**config.mk**
```make
export PLATFORM = sky130hd
export DESIGN_NAME = hack_alu_pipe
export DESIGN_NICKNAME = d
export VERILOG_FILES = /design/src/rtl/hack_alu_pkg.sv /design/src/rtl/hack_alu_comb.sv /design/src/rtl/hack_alu_pipe.sv
export SDC_FILE = /design/constraint.sdc
export NUM_CORES = 1
export LEC_CHECK = 0
export ABC_AREA = 1
export CAP_MARGIN = 30
export CORE_MARGIN = 1.5
export CORE_UTILIZATION = 35
export CTS_BUF_LIST = sky130_fd_sc_hd__clkbuf_8
export DETAILED_ROUTE_END_ITERATION = 16
export GPL_ROUTABILITY_DRIVEN = 0
export GPL_TIMING_DRIVEN = 0
export PLACE_DENSITY_LB_ADDON = 0.1
export SKIP_LAST_GASP = 1
export SYNTH_ARGS = -nofsm -noshare
export SYNTH_HDL_FRONTEND = slang
export SYNTH_HIERARCHICAL = 1
export SYNTH_SLANG_ARGS = --single-unit
```
**constraint.sdc**
```tcl
create_clock -name clk -period 5.07 [get_ports clk]
set_input_delay 1.014 -clock clk [delete_from_list [all_inputs] [get_ports clk]]
set_output_delay 1.014 -clock clk [all_outputs]
set_load 0.01 [all_outputs]
```
**src/rtl/hack_alu_pkg.sv**
```systemverilog
// Shared types and constants for the pipelined Hack ALU.
// Control-word layout, FSM states and the common Hack control codes.
package hack_alu_pkg;

    typedef struct packed {
        logic zx;
        logic nx;
        logic zy;
        logic ny;
        logic f;
        logic no;
    } alu_ctrl_t;

    typedef enum logic [1:0] {
        IDLE = 2'd0,
        MUL  = 2'd1,
        OUT  = 2'd2
    } state_t;

    localparam alu_ctrl_t C_ZERO      = 6'b101010;
    localparam alu_ctrl_t C_ONE       = 6'b111111;
    localparam alu_ctrl_t C_X         = 6'b001100;
    localparam alu_ctrl_t C_Y         = 6'b110000;
    localparam alu_ctrl_t C_X_PLUS_Y  = 6'b000010;
    localparam alu_ctrl_t C_X_MINUS_Y = 6'b010011;
    localparam alu_ctrl_t C_X_AND_Y   = 6'b000000;

endpackage

```
**src/rtl/hack_alu_comb.sv**
```systemverilog
// Combinational Hack ALU datapath: operand preprocessing plus the f/no stage.
// Carry and signed-overflow outputs exist only when ALU_OVF_EN is defined.
module hack_alu_comb
    import hack_alu_pkg::*;
#(
    parameter int WIDTH = 16
) (
    input  logic [WIDTH-1:0] x,
    input  logic [WIDTH-1:0] y,
    input  alu_ctrl_t        ctrl,
    output logic [WIDTH-1:0] a,
    output logic [WIDTH-1:0] b,
`ifdef ALU_OVF_EN
    output logic             cy,
    output logic             ov,
`endif
    output logic [WIDTH-1:0] o
);

    logic [WIDTH-1:0] r;
`ifdef ALU_OVF_EN
    logic [WIDTH:0] sum;
`else
    logic [WIDTH-1:0] sum;
`endif

    always_comb begin
        a = ctrl.zx ? '0 : x;
        if (ctrl.nx) a = ~a;
        b = ctrl.zy ? '0 : y;
        if (ctrl.ny) b = ~b;
`ifdef ALU_OVF_EN
        sum = {1'b0, a} + {1'b0, b};
        // Flags describe the raw sum, before the optional output inversion.
        cy  = ctrl.f & sum[WIDTH];
        ov  = ctrl.f & (a[WIDTH-1] == b[WIDTH-1]) & (sum[WIDTH-1] != a[WIDTH-1]);
`else
        sum = a + b;
`endif
        r = ctrl.f ? sum[WIDTH-1:0] : (a & b);
        o = ctrl.no ? ~r : r;
    end

endmodule

```
**src/rtl/hack_alu_pipe.sv**
```systemverilog
// Registered, handshaked Hack ALU with an iterative shift-add multiply mode.
// Define ALU_OVF_EN to add registered carry (cy) and overflow (ov) outputs.
module hack_alu_pipe
    import hack_alu_pkg::*;
#(
    parameter int WIDTH = 16
) (
    input  logic             clk,
    input  logic             rst,
    input  logic             in_valid,
    output logic             in_ready,
    input  logic [WIDTH-1:0] x,
    input  logic [WIDTH-1:0] y,
    input  logic             zx,
    input  logic             nx,
    input  logic             zy,
    input  logic             ny,
    input  logic             f,
    input  logic             no,
    input  logic             mul,
    output logic             out_valid,
    input  logic             out_ready,
    output logic [WIDTH-1:0] o,
    output logic             zr,
    output logic             ng,
`ifdef ALU_OVF_EN
    output logic             cy,
    output logic             ov,
`endif
    output logic             busy
);

    localparam int CW = $clog2(WIDTH);

    state_t           state, state_nxt;
    alu_ctrl_t        ctrl_in;
    logic [WIDTH-1:0] pre_a, pre_b, alu_o;
    logic [WIDTH-1:0] acc, acc_nxt, mcand, mplier, o_q;
    logic [CW-1:0]    cnt;
    logic             no_q, accept, last;
`ifdef ALU_OVF_EN
    logic             alu_cy, alu_ov, cy_q, ov_q;
`endif

    assign ctrl_in = '{zx: zx, nx: nx, zy: zy, ny: ny, f: f, no: no};

    hack_alu_comb #(.WIDTH(WIDTH)) u_comb (
        .x    (x),
        .y    (y),
        .ctrl (ctrl_in),
        .a    (pre_a),
        .b    (pre_b),
`ifdef ALU_OVF_EN
        .cy   (alu_cy),
        .ov   (alu_ov),
`endif
        .o    (alu_o)
    );

    // Handshake: a request transfers on a rising edge where in_valid && in_ready;
    // a result transfers where out_valid && out_ready. A result that has not
    // transferred stays stable, and the requester holds in_valid until accepted.
    assign in_ready  = (state == IDLE) || ((state == OUT) && out_ready);
    assign accept    = in_valid && in_ready;
    assign out_valid = (state == OUT);
    assign busy      = (state == MUL);
    assign last      = (cnt == CW'(WIDTH - 1));
    assign acc_nxt   = mplier[0] ? (acc + mcand) : acc;

    assign o  = o_q;
    assign zr = (o_q == '0);
    assign ng = o_q[WIDTH-1];
`ifdef ALU_OVF_EN
    assign cy = cy_q;
    assign ov = ov_q;
`endif

    always_comb begin
        state_nxt = state;
        case (state)
            IDLE: if (accept) state_nxt = mul ? MUL : OUT;
            MUL:  if (last) state_nxt = OUT;
            OUT: begin
                if (accept)         state_nxt = mul ? MUL : OUT;
                else if (out_ready) state_nxt = IDLE;
            end
            default: state_nxt = IDLE;
        endcase
    end

    always_ff @(posedge clk or posedge rst) begin
        if (rst) begin
            state  <= IDLE;
            o_q    <= '0;
            acc    <= '0;
            mcand  <= '0;
            mplier <= '0;
            cnt    <= '0;
            no_q   <= 1'b0;
`ifdef ALU_OVF_EN
            cy_q   <= 1'b0;
            ov_q   <= 1'b0;
`endif
        end else begin
            state <= state_nxt;
            if (accept) begin
                if (mul) begin
                    mcand  <= pre_a;
                    mplier <= pre_b;
                    acc    <= '0;
                    cnt    <= '0;
                    no_q   <= no;
                end else begin
                    o_q <= alu_o;
`ifdef ALU_OVF_EN
                    cy_q <= alu_cy;
                    ov_q <= alu_ov;
`endif
                end
            end else if (state == MUL) begin
                acc    <= acc_nxt;
                mcand  <= mcand << 1;
                mplier <= mplier >> 1;
                cnt    <= cnt + 1'b1;
                // Final step publishes the product directly, saving a cycle.
                if (last) begin
                    o_q <= no_q ? ~acc_nxt : acc_nxt;
`ifdef ALU_OVF_EN
                    cy_q <= 1'b0;
                    ov_q <= 1'b0;
`endif
                end
            end
        end
    end

endmodule

```
==> metrics.yaml <==
outcome: "finished clean"
ys_ff_latch: 71
crit_buf_inv: 5
cts_resized: 0
cts_buffers: 9
nets: 1206
path_common_cell: "nand2_1"
final_max_slew_viol_count: 0
grt_pass1_vias: 6424
ctsRootBufferMaster: "clkbuf_8"
ir_worst_vdd_uv: 160
nFillCells: 1967
worst-setup-path-type: "primary input to register"
synthDistinctLibCells: 39
drcViolationCount: 0
port_buffers: 62
synthToLayoutAreaGrowth_pct: 18.2
r2r_start: "mcand[0]"
ant_nets: 0
crit_end: "o[15]"
num_rows: 49
power_leakage_uw: 0.00410
fin_crit_ns: 4.49
critPathMaxStageDelay_ns: 0.45
multi_input_area_um2: 4030
h-tree-depth: 3
clock_sinks: 71
clock_insertion_delay_worst_skew_ns: 0.37
relSlewSlack_pct: 63.4
synthArstFlopShare_pct: 100
grt_use_total_pct: 22.5
cp.required_ns: 5.33
r2r_setup_slack_ns: 2.67
path_depth: 21
critPathLaunchType: "primary input"
crit_fanout: 10
path_delay_family: "simple AND/OR/NAND/NOR gates"
crit_start: "zx"
max_clock_freq_ghz: 0.223
worst_setup_path_end_kind: "register"
yosys-top-cells-area: "dfrtp_1 27%, nand2_1 22%, nand3_1 8.2%"
hold_buffers: 0
wl_per_cell_um: 15.6
yosysTopAreaCellShare_pct: 27.1
rsz0062_at_grt: "false"
fin_tns_setup_ns: 0
via_per_inst: 4.99
die-area_um2: 19600
start_util_pct: 36.2
crit_chain: "clkdlybuf4s50_1 > inv_2 > buf_4 > clkbuf_1 > nand2_1 > xor2_1 > ha_1 > nand2_1 > inv_1 > a21oi_1 > nor2_1 > a211oi_1 > nand2_1 > nand2_1 > nand3_1 > nand3_1 > nand2_1 > nor2_1 > nor2_1 > nand2_1 > nand2_1"
cap_violations: 0
num_antenna_cells: 0
final_cell_area_um2: 7760
holdCritPathClass: "register to register"
core_area_um2: 18100
dpl.hpwl_um: 17400
synth_edf_count: 0
cp_slowest_cell: "clkbuf_1"
die_w_um: 140
cts.clk_slew.worst_paths_ns: 0.08
io_pins: 64
dr.pass1.iters: 6
clk_path_buf_depth: 2
drive_gt1_share_pct: 6.26
setup_violations: 0
register_area_um2: 1780
grt_pass1_wl_um: 34500
syn_area_um2: 6560
synth_warnings: 6
die_height_um: 140
wl_um: 21200
dpl-instance-area_um2: 7500
syn_inst: 1055
globalRouteOverflowTotal: 0
syn_avg_cell_area_um2: 6.22
rr_worst_depth: 14
postCtsSetupBuffers: 0
power.density_nw_per_um2: 588
drt_iter0_drc: 565
r2r-end: "o[6]"
syn-num-nets: 1132
tightestPinTransition_ns: 0.544
worst_clock_skew_ns: 0.00774
ys.flop_type: "dfrtp_1"
vias: 6800
ys_seq_area_share_pct: 27.1
cp_data_arrival_time_ns: 4.75
cts_tree: "yes"
grt_start_max_net_pins: 60
period_share_pct: 88.5
antenna_found_initial: 0
synth_area_leader_cell: "dfrtp_1"
final_hold_viol_count: 0
==> cell families (layout without fill, tap and decap cells) <==
logic type               Yosys count  after routing  synth area share [%]
adder cells (fa/ha/maj)           34             34                  6.71
buffers and inverters            183            262                  11.5
AO/OA/AOI/OAI                    131            131                  11.6
flip-flops                        71             71                  27.1
AND/OR/NAND/NOR                  595            595                  37.7
XOR/XNOR                          41             41                  5.47
==> where the power goes <==
group	switching (uW)	internal (uW)	total, uW
logic	1840	1070	2910
clock network	237	354	591
registers	222	844	1070
==> layout make-up <==
| type | count | area share [%] |
|---|---|---|
| Inverter | 142 | 6.90 |
| Tap cell | 229 | 3.69 |
| Multi-Input combinational cell | 801 | 52.0 |
| Timing Repair Buffer | 63 | 8.36 |
| Sequential cell | 71 | 22.9 |
| Clock buffer | 11 | 1.95 |
| Clock inverter | 5 | 1.34 |
| Buffer | 41 | 2.86 |
==> cell usage in the layout, fill, tap and decap left out, types with 32 or more instances in the layout <==
cell / n
clkdlybuf4s50_1: 62
nand2_1: 380
dfrtp_1: 71
a21oi_1: 32
nand3_1: 108
o21ai_0: 39
nor2_1: 65
inv_1: 133
xor2_1: 37
ha_1: 32
==> per-stage QoR <==
step	setup WS, ns	std cells	hold WS [ns]	total power (uW)	utilization [%]
final	0.581	1363	0.513	4560	42.7
after global routing	0.288	1363	0.534	5010	42.7
after CTS	0.646	1363	0.513	4570	42.7
after detailed placement	0.276	1347	0.494	3960	41.3
after global placement	0.297	1346	0.486	3940	41.2
after floorplan	1.55	1055	0.466	3040	-
==> worst min-delay path by stage <==
stage,from,endpoint,slack [ns],depth (start not counted)
6_report,mplier[15],mplier[15],0.51,1
5_1_grt,mplier[15],mplier[15],0.53,1
4_1_cts,mplier[15],mplier[15],0.51,1
3_5_place_dp,mplier[15],mplier[15],0.49,1
3_3_place_gp,mplier[15],mplier[15],0.49,1
2_1_floorplan,mplier[15],mplier[15],0.47,1
==> cell usage after synthesis, types with 6 or more instances <==
| cell | number |
|---|---|
| nand2_1 | 380 |
| buf_2 | 12 |
| inv_2 | 8 |
| or2_2 | 6 |
| o211ai_1 | 18 |
| dfrtp_1 | 71 |
| ha_1 | 32 |
| nand2_2 | 10 |
| inv_1 | 134 |
| o21ai_1 | 9 |
| nand3_1 | 108 |
| o21ai_0 | 39 |
| a31oi_1 | 16 |
| nor3_1 | 10 |
| a21oi_1 | 32 |
| clkbuf_1 | 17 |
| buf_4 | 6 |
| o22ai_1 | 8 |
| xor2_1 | 37 |
| nor2_1 | 65 |
==> flip-flops by register name, summed over array words and instances (netlist names) <==
register / flops
acc: 16
cnt: 4
mcand: 16
mplier: 16
no_q: 1
o: 16
state: 2
==> per-layer routing <==
layer	vias up	wire length (um)	global-route usage, %
met2	154	9750	36.7
met1	3094	10100	30.3
met4	0	636	9.20
met5	-	0	0
li1	3515	-	-
met3	37	794	2.87
No activity file was read; power rests on OpenSTA's default activity.
